**config.mk**
```make
export PLATFORM = sky130hd
export DESIGN_NAME = updown_step_ctrl
export DESIGN_NICKNAME = d
export VERILOG_FILES = /design/src/rtl/updown_step_ctrl.sv
export SDC_FILE = /design/constraint.sdc
export NUM_CORES = 1
export LEC_CHECK = 0
export ABC_AREA = 0
export CAP_MARGIN = 0
export CORE_AREA = 2 2 39 41
export CTS_BUF_LIST = sky130_fd_sc_hd__clkbuf_8
export CTS_CLUSTER_DIAMETER = 30
export DETAILED_ROUTE_END_ITERATION = 10
export DIE_AREA = 0 0 41 43
export SLEW_MARGIN = 5
export SYNTH_ARGS = -nofsm -noshare
export SYNTH_HDL_FRONTEND = slang
export SYNTH_SLANG_ARGS = --single-unit
```
**constraint.sdc**
```tcl
create_clock -name clk -period 3.31 [get_ports clk]
set_clock_uncertainty 0.05 [all_clocks]
set_input_delay 0.993 -clock clk [delete_from_list [all_inputs] [get_ports clk]]
set_output_delay 0.993 -clock clk [all_outputs]
set_load 0.02 [all_outputs]
```
**src/rtl/updown_step_ctrl.sv**
```systemverilog
// -----------------------------------------------------------------------------
// updown_step_ctrl
//
// Modulo up/down counter driven by two debounced push buttons. Each press pulse
// steps the count once. When built with UPDOWN_AUTO_REPEAT_EN defined, holding
// a button for HOLD_CYCLES starts auto-repeat: one further step every
// REPEAT_CYCLES while the button stays held. Without the macro, each accepted
// press steps exactly once and the levels are ignored.
//
// Configuration macro: UPDOWN_AUTO_REPEAT_EN (undefined = press-only stepping)
//
// Parameters
//   WIDTH         count register width
//   MAX_COUNT     highest count value (1 .. 2^WIDTH-1); count wraps 0 <-> MAX
//   HOLD_CYCLES   cycles a button is held before auto-repeat starts
//   REPEAT_CYCLES cycles between auto-repeat steps
//
// Ports
//   clk        in   rising-edge clock
//   rst_n      in   asynchronous active-low reset
//   up_press   in   one-cycle press pulse, up button
//   up_level   in   debounced held level, up button
//   dn_press   in   one-cycle press pulse, down button
//   dn_level   in   debounced held level, down button
//   count      out  registered counter value
//   wrap       out  one-cycle pulse registered with a wrap-around step
// -----------------------------------------------------------------------------
module updown_step_ctrl #(
    parameter int WIDTH         = 4,
    parameter int MAX_COUNT     = 9,
    parameter int HOLD_CYCLES   = 50_000_000,
    parameter int REPEAT_CYCLES = 10_000_000
) (
    input  logic             clk,
    input  logic             rst_n,
    input  logic             up_press,
    input  logic             up_level,
    input  logic             dn_press,
    input  logic             dn_level,
    output logic [WIDTH-1:0] count,
    output logic             wrap
);

    localparam logic [WIDTH-1:0] LP_MAX = WIDTH'(MAX_COUNT);

    typedef struct packed {
        logic [WIDTH-1:0] count;
        logic             wrap;
    } step_t;

    // Next count and wrap flag for one step in the given direction.
    function automatic step_t f_step(input logic [WIDTH-1:0] cur, input logic up);
        step_t s;
        s.wrap = 1'b0;
        if (up) begin
            if (cur == LP_MAX) begin
                s.count = '0;
                s.wrap  = 1'b1;
            end else begin
                s.count = cur + WIDTH'(1);
            end
        end else begin
            if (cur == '0) begin
                s.count = LP_MAX;
                s.wrap  = 1'b1;
            end else begin
                s.count = cur - WIDTH'(1);
            end
        end
        return s;
    endfunction

    logic [WIDTH-1:0] r_count;
    logic             r_wrap;
    step_t            w_up_step;
    step_t            w_dn_step;
    logic             w_up_only;
    logic             w_dn_only;

    assign w_up_step = f_step(r_count, 1'b1);
    assign w_dn_step = f_step(r_count, 1'b0);
    // Simultaneous presses cancel each other.
    assign w_up_only = up_press & ~dn_press;
    assign w_dn_only = dn_press & ~up_press;

    assign count = r_count;
    assign wrap  = r_wrap;

`ifdef UPDOWN_AUTO_REPEAT_EN

    localparam int LP_MAX_T = (HOLD_CYCLES > REPEAT_CYCLES) ? HOLD_CYCLES : REPEAT_CYCLES;
    localparam int TW       = $clog2(LP_MAX_T + 1);
    localparam logic [TW-1:0] LP_HOLD_END = TW'(HOLD_CYCLES - 1);
    localparam logic [TW-1:0] LP_RPT_END  = TW'(REPEAT_CYCLES - 1);

    typedef enum logic [2:0] {
        IDLE    = 3'd0,
        HOLD_UP = 3'd1,
        RPT_UP  = 3'd2,
        HOLD_DN = 3'd3,
        RPT_DN  = 3'd4
    } state_t;

    state_t        r_state;
    logic [TW-1:0] r_timer;
    logic          w_dir_up;
    logic          w_level;
    step_t         w_dir_step;

    // Only the button that started the sequence matters; the other is ignored.
    assign w_dir_up   = (r_state == HOLD_UP) || (r_state == RPT_UP);
    assign w_level    = w_dir_up ? up_level : dn_level;
    assign w_dir_step = w_dir_up ? w_up_step : w_dn_step;

    always_ff @(posedge clk or negedge rst_n) begin
        if (!rst_n) begin
            r_state <= IDLE;
            r_timer <= '0;
            r_count <= '0;
            r_wrap  <= 1'b0;
        end else begin
            // NOTE: non-blocking default; a later assignment in this block
            // overrides it, so wrap is a pulse only on the wrapping step.
            r_wrap <= 1'b0;
            case (r_state)
                IDLE: begin
                    r_timer <= '0;
                    if (w_up_only) begin
                        {r_count, r_wrap} <= w_up_step;
                        r_state           <= HOLD_UP;
                    end else if (w_dn_only) begin
                        {r_count, r_wrap} <= w_dn_step;
                        r_state           <= HOLD_DN;
                    end
                end
                HOLD_UP, HOLD_DN: begin
                    if (!w_level) begin
                        r_timer <= '0;
                        r_state <= IDLE;
                    end else if (r_timer == LP_HOLD_END) begin
                        {r_count, r_wrap} <= w_dir_step;
                        r_timer           <= '0;
                        r_state           <= w_dir_up ? RPT_UP : RPT_DN;
                    end else begin
                        r_timer <= r_timer + TW'(1);
                    end
                end
                RPT_UP, RPT_DN: begin
                    if (!w_level) begin
                        r_timer <= '0;
                        r_state <= IDLE;
                    end else if (r_timer == LP_RPT_END) begin
                        {r_count, r_wrap} <= w_dir_step;
                        r_timer           <= '0;
                    end else begin
                        r_timer <= r_timer + TW'(1);
                    end
                end
                default: begin
                    r_timer <= '0;
                    r_state <= IDLE;
                end
            endcase
        end
    end

`else

    // Levels and timing parameters only matter with auto-repeat enabled.
    logic w_unused_cfg;
    assign w_unused_cfg = up_level ^ dn_level ^ (HOLD_CYCLES > 0) ^ (REPEAT_CYCLES > 0);

    always_ff @(posedge clk or negedge rst_n) begin
        if (!rst_n) begin
            r_count <= '0;
            r_wrap  <= 1'b0;
        end else begin
            // NOTE: non-blocking default; a later assignment in this block
            // overrides it, so wrap is a pulse only on the wrapping step.
            r_wrap <= 1'b0;
            if (w_up_only) begin
                {r_count, r_wrap} <= w_up_step;
            end else if (w_dn_only) begin
                {r_count, r_wrap} <= w_dn_step;
            end
        end
    end

`endif

endmodule

```
==> run metrics, run 1 <==
status finished clean; Hold Path Cell Cnt 1; Avg Inst Size Synth 9.80 um2; Die Wd 41 um; crit end category output pin; Residual DRC 0; detailed placement HPWL 507 um; period utilization 75.8%; fill count 145; mapped cell area 343 um2; setup_tns 0 ns; H-tree depth 1; FMAX 399 MHz; Syn Nets 43; most frequent cells in the layout 8 x clkdlybuf4s50_1, 5 x dfrtp_1, 4 x inv_1; sequential area share after synthesis 36.5%; GP Congestion 0.650; via count 288; CTS resizes 0; vias in the first global route 278; kind of cell adding the most delay to the critical path buffers and inverters; GRT Total Usage 9.63%; Max FO, Critical Path 11; Clock transition at path regs 0.04 ns; yosys warns 0; maximum VDD drop 0.209 mV; Antenna Nets Post-Route 0; synth-to-layout area growth 36.9%; vias per inst 4.72; worst skew pair latency 0.22 ns; combinational cell fraction of total power 42.2%; Port Buffers 8; GRT Residual Overflow 0; max-slew violations 0; Diodes inserted 0; Netlist cell types 25; final setup vio count 0; CP Launch Type register; most common cell after layout, fill and taps aside clkdlybuf4s50_1; clock group share of total power 24.4%; Die Y 43 um; First-pass DRT Iterations 2; Avg WL per Cell 11.0 um; first-pass GRT wire length 1170 um; cts hold-fix bufs 0; Root Buffer clkbuf_8; max-cap viol count 0; CTS max path bufs 2; Detailed Route Iter0 Violations 4; initial antenna violation count 0; PwrDens 939 mW/mm2; initial core utilization 24.8%; Top Ports 11; post-synthesis cell count 35; DRT Wirelength 672 um; Layout Utilization 33.9%; RSZ-0062 raised after global routing false; std cell rows 14; Synth Register Bits 5; slew margin rel. 74.1%; RR Startpoint count[0]; sw frac 39.1%; sequential share of power 33.4%; critical path arrival 1.46 ns; Crit Path Category reg -> out; Hold EP wrap; CTS tree yes; Final Hold Viols 0; clk sinks 5; Core ar. 0.00138 mm2; Post CTS Setup Buffer Count 0; Crit. Startpoint count[0]; static leakage 0.214 nW; min Tclk post-route 2.51 ns; largest net degree at the start of global routing 12; # nets final 54; DIE AREA 0.00176 mm2; slowest stage delay, CP 0.68 ns; CP Cell Sequence clkdlybuf4s50_1; CP bufs+invs 1; Crit path required time 2.27 ns; share of layout cells above drive strength 1 11.1%; flop-to-flop setup slack 1.91 ns; Internal 0.269 mW; Slowest cell on crit path clkdlybuf4s50_1; Hold Path Class reg -> reg; R2R cell count 3; hold_sp count[1]; r2r endpoint count[3]; Least-Margin Pin Slew 0.389 ns; sw power 0.172 mW; CTS Buf Count 3
[flip-flops by register name, summed over array words and instances, names as in the netlist]
name   cells
wrap       1
count      4
[metrics by stage]
step	instances	total power [mW]	hold slack [ns]	cell area, um2	setup slack, ns
final	61	0.441	0.537	469	0.803
after global routing	61	0.478	0.587	469	0.769
after CTS	61	0.445	0.536	469	0.803
after detailed placement	57	0.335	0.517	424	0.760
after global placement	57	0.328	0.527	424	0.763
after floorplan	35	0.275	0.581	343	1.33
[worst max path at each step]
stage	to	slack, ns	depth (start not counted)
finish	count[0]	0.80	1
global route	count[0]	0.77	1
CTS	count[0]	0.80	1
floorplan	count[2]	1.33	5
global placement	count[3]	0.76	6
detailed placement	count[3]	0.76	6
[metal layers]
metal  global-route usage [%]  vias to the layer above  routed length, um
li1                         -                      146                  -
met1                     10.9                      133                311
met2                     15.6                        9                326
met3                     1.57                        0                 35
met4                     6.00                        0                  0
met5                        0                        -                  0
[layout make-up]
type / count / area (um2) / share of cell area, %
multi-input combinational: 25 / 188 / 40.0
sequential: 5 / 125 / 26.7
timing repair buffer: 8 / 80.1 / 17.1
clock buffer: 3 / 41.3 / 8.80
tap: 16 / 20.0 / 4.27
inverter: 3 / 11.3 / 2.40
clock inverter: 1 / 3.75 / 0.800
[synthesized netlist by cell type]
| master | count | area, um2 |
|---|---|---|
| nor4b_1 | 1 | 8.76 |
| a21boi_0 | 1 | 7.51 |
| o21ai_0 | 1 | 5.00 |
| xor2_1 | 1 | 8.76 |
| o31ai_1 | 1 | 7.51 |
| nor3_1 | 2 | 10.0 |
| a22oi_1 | 1 | 7.51 |
| nor2_1 | 2 | 7.51 |
| nand3_1 | 1 | 5.00 |
| nand3b_1 | 1 | 7.51 |
| ha_1 | 2 | 25.0 |
| a22o_1 | 1 | 8.76 |
| o21bai_1 | 1 | 7.51 |
| and3_2 | 1 | 7.51 |
| a2111o_1 | 1 | 11.3 |
| o2111ai_1 | 1 | 8.76 |
| nand2_1 | 1 | 3.75 |
| a31oi_1 | 1 | 6.26 |
| buf_4 | 1 | 7.51 |
| and2b_2 | 1 | 8.76 |
| buf_6 | 1 | 11.3 |
| inv_1 | 3 | 11.3 |
| a21o_1 | 1 | 7.51 |
| dfrtp_1 | 5 | 125 |
| xnor2_1 | 2 | 17.5 |
[cells by family after synthesis]
logic type / after synthesis / share of synthesized area, %
AO/OA/AOI/OAI: 10 / 22.6
buffers and inverters: 5 / 8.76
AND/OR/NAND/NOR: 10 / 17.2
adder cells (fa/ha/maj): 2 / 7.30
flip-flops: 5 / 36.5
XOR/XNOR: 3 / 7.67
[power by group through the flow]
stage / sequential, mW / clock [mW] / combinational [mW]
finish: 0.147 / 0.108 / 0.186
global route: 0.153 / 0.116 / 0.209
CTS: 0.146 / 0.111 / 0.188
detailed placement: 0.147 / 0 / 0.188
global placement: 0.146 / 0 / 0.182
floorplan: 0.145 / 0 / 0.130
Power figures use the tool's default switching activity.
==> run 2, diff against run 1 <==
clock period = 2.4 ns   (was 3.31 ns; I/O delays follow)
==> run 2 against run 1 <==
- core utilization did not move
- sequential power rose by 38%
- clock power rose by 37%
- sequential share of layout area did not move
- final cell count did not move
- sequential cell count did not move
- hold slack barely moved
- highest routed layer unchanged
- largest cell class unchanged
- via count did not move
- design area did not move
- global-route usage did not move
- combinational power rose by 38%
==> run metrics, run 2 (synthesis results as in run 1) <==
period utilization 93.1%; post-placement cell count 57 (unchanged); flop-to-flop setup slack 1.00 ns (was 1.91 ns); DRT Wirelength 671 um (was 672 um); clk sinks 5 (unchanged); GP Congestion 0.649 (was 0.650); kind of cell adding the most delay to the critical path buffers and inverters (unchanged); crit end category output pin (unchanged); worst skew pair latency 0.22 ns (about the same); static leakage 0.214 nW (unchanged); std cell rows 14 (unchanged); final instance count without filler cells 61 (unchanged); min Tclk post-route 2.23 ns; CTS Buf Count 3 (unchanged); Post CTS Setup Buffer Count 0 (unchanged); Max FO, Critical Path 11 (unchanged); slew margin rel. 74.1% (unchanged); First-pass DRT Iterations 2 (unchanged); CP Launch Type register (unchanged); Core ar. 0.00138 mm2 (unchanged); Detailed Route Iter0 Violations 4 (unchanged); R2R cell count 3 (unchanged); slowest stage delay, CP 0.68 ns (about the same); detailed placement HPWL 506 um (was 507 um); max-slew violations 0 (unchanged); GRT Total Usage 9.63% (unchanged); CP Cell Sequence clkdlybuf4s50_1 (unchanged); max reg flops 4 (unchanged); synth-to-layout area growth 36.9% (unchanged); Crit. Startpoint count[0] (unchanged); Final Hold Viols 0 (unchanged); GRT Residual Overflow 0 (unchanged); r2r endpoint count[3] (unchanged); # nets final 54 (unchanged); share of layout cells above drive strength 1 11.1% (unchanged); vias per inst 4.72 (unchanged); CTS max path bufs 2 (unchanged); cts hold-fix bufs 0 (unchanged); status finished clean (unchanged); setup_tns 0 ns (unchanged); Die Y 43 um (unchanged); RSZ-0062 raised after global routing false (unchanged); first-pass GRT wire length 1170 um (unchanged); max-cap viol count 0 (unchanged); Worst setup endpoint count[0] (unchanged); Hold Path Class reg -> reg (unchanged); maximum VDD drop 0.289 mV (was 0.209 mV); CTS resizes 0 (unchanged); CP bufs+invs 1 (unchanged); initial antenna violation count 0 (unchanged); DIE AREA 0.00176 mm2 (unchanged); PwrDens 1300 mW/mm2 (was 939 mW/mm2); fill count 144 (was 145); RR Startpoint count[0] (unchanged); Antenna Nets Post-Route 0 (unchanged); vias in the first global route 278 (unchanged); Residual DRC 0 (unchanged); Root Buffer clkbuf_8 (unchanged); CTS tree yes (unchanged); initial core utilization 24.8% (unchanged); Top Ports 11 (unchanged); Crit path required time 1.63 ns (was 2.27 ns); H-tree depth 1 (unchanged); final setup vio count 0 (unchanged); Least-Margin Pin Slew 0.389 ns (unchanged); most common cell after layout, fill and taps aside clkdlybuf4s50_1 (unchanged); CP Depth 1 (unchanged); via count 288 (unchanged); Avg WL per Cell 11.0 um (about the same); most frequent cells in the layout 8 x clkdlybuf4s50_1, 5 x dfrtp_1, 4 x inv_1 (unchanged); critical path arrival 1.46 ns (about the same); Die Wd 41 um (unchanged); Clock transition at path regs 0.04 ns (about the same); largest net degree at the start of global routing 12 (unchanged); FMAX 448 MHz; Port Buffers 8 (unchanged); Crit Path Category reg -> out (unchanged); Diodes inserted 0 (unchanged); Slowest cell on crit path clkdlybuf4s50_1 (unchanged)
==> run 2: cell counts in the layout (fill, tap and decap cells not counted) <==
Identical to the previous run, type by type.
==> run 2: stage by stage <==
| stage | power [mW] | cell area [um2] | hold slack, ns | util (%) | setup slack, ns |
|---|---|---|---|---|---|
| global route | 0.660 | 469 | 0.587 | 33.9 | 0.132 |
| global placement | 0.453 | 424 | 0.527 | 30.7 | 0.126 |
| floorplan | 0.380 | 343 | 0.374 | - | 0.694 |
| CTS | 0.614 | 469 | 0.536 | 33.9 | 0.166 |
| detailed placement | 0.461 | 424 | 0.517 | 30.7 | 0.123 |
| finish | 0.608 | 469 | 0.537 | 33.9 | 0.166 |
==> run 2: worst min path at each step <==
stage / startpoint / to / slack, ns / depth (start not counted)
3_5_place_dp: count[1] / wrap / 0.52 / 1
4_1_cts: count[1] / wrap / 0.54 / 1
6_report: count[1] / wrap / 0.54 / 1
2_1_floorplan: rst_n / count[0] / 0.37 / 0
5_1_grt: count[1] / wrap / 0.59 / 1
3_3_place_gp: count[1] / wrap / 0.53 / 1
==> run 2: metal layers <==
metal / GRT usage [%] / up-vias / share of wire (%)
li1: - / 146 / -
met1: 10.9 / 133 / 46
met2: 15.6 / 9 / 49
met3: 1.57 / 0 / 5.2
met4: 6.00 / 0 / 0
met5: 0 / - / 0
==> run 2: layout make-up <==
type / count / area [um2] / share of cell area, %
clock inverter: 1 / 3.75 / 0.800
inverter: 3 / 11.3 / 2.40
tap: 16 / 20.0 / 4.27
clock buffer: 3 / 41.3 / 8.80
multi-input combinational: 25 / 188 / 40.0
sequential: 5 / 125 / 26.7
timing repair buffer: 8 / 80.1 / 17.1
==> run 2: where the power goes <==
group	total, mW	leakage [nW]	switching [mW]	internal (mW)
logic	0.256	0.125	0.116	0.140
registers	0.203	0.0617	0.0822	0.121
clock network	0.148	0.0269	0.0390	0.109
==> run 3, diff against run 2 <==
HOLD_SLACK_MARGIN = 0.12   (was not set)
==> results of run 3 <==
The final DEF is identical to that of run 2; final timing and power are the same.
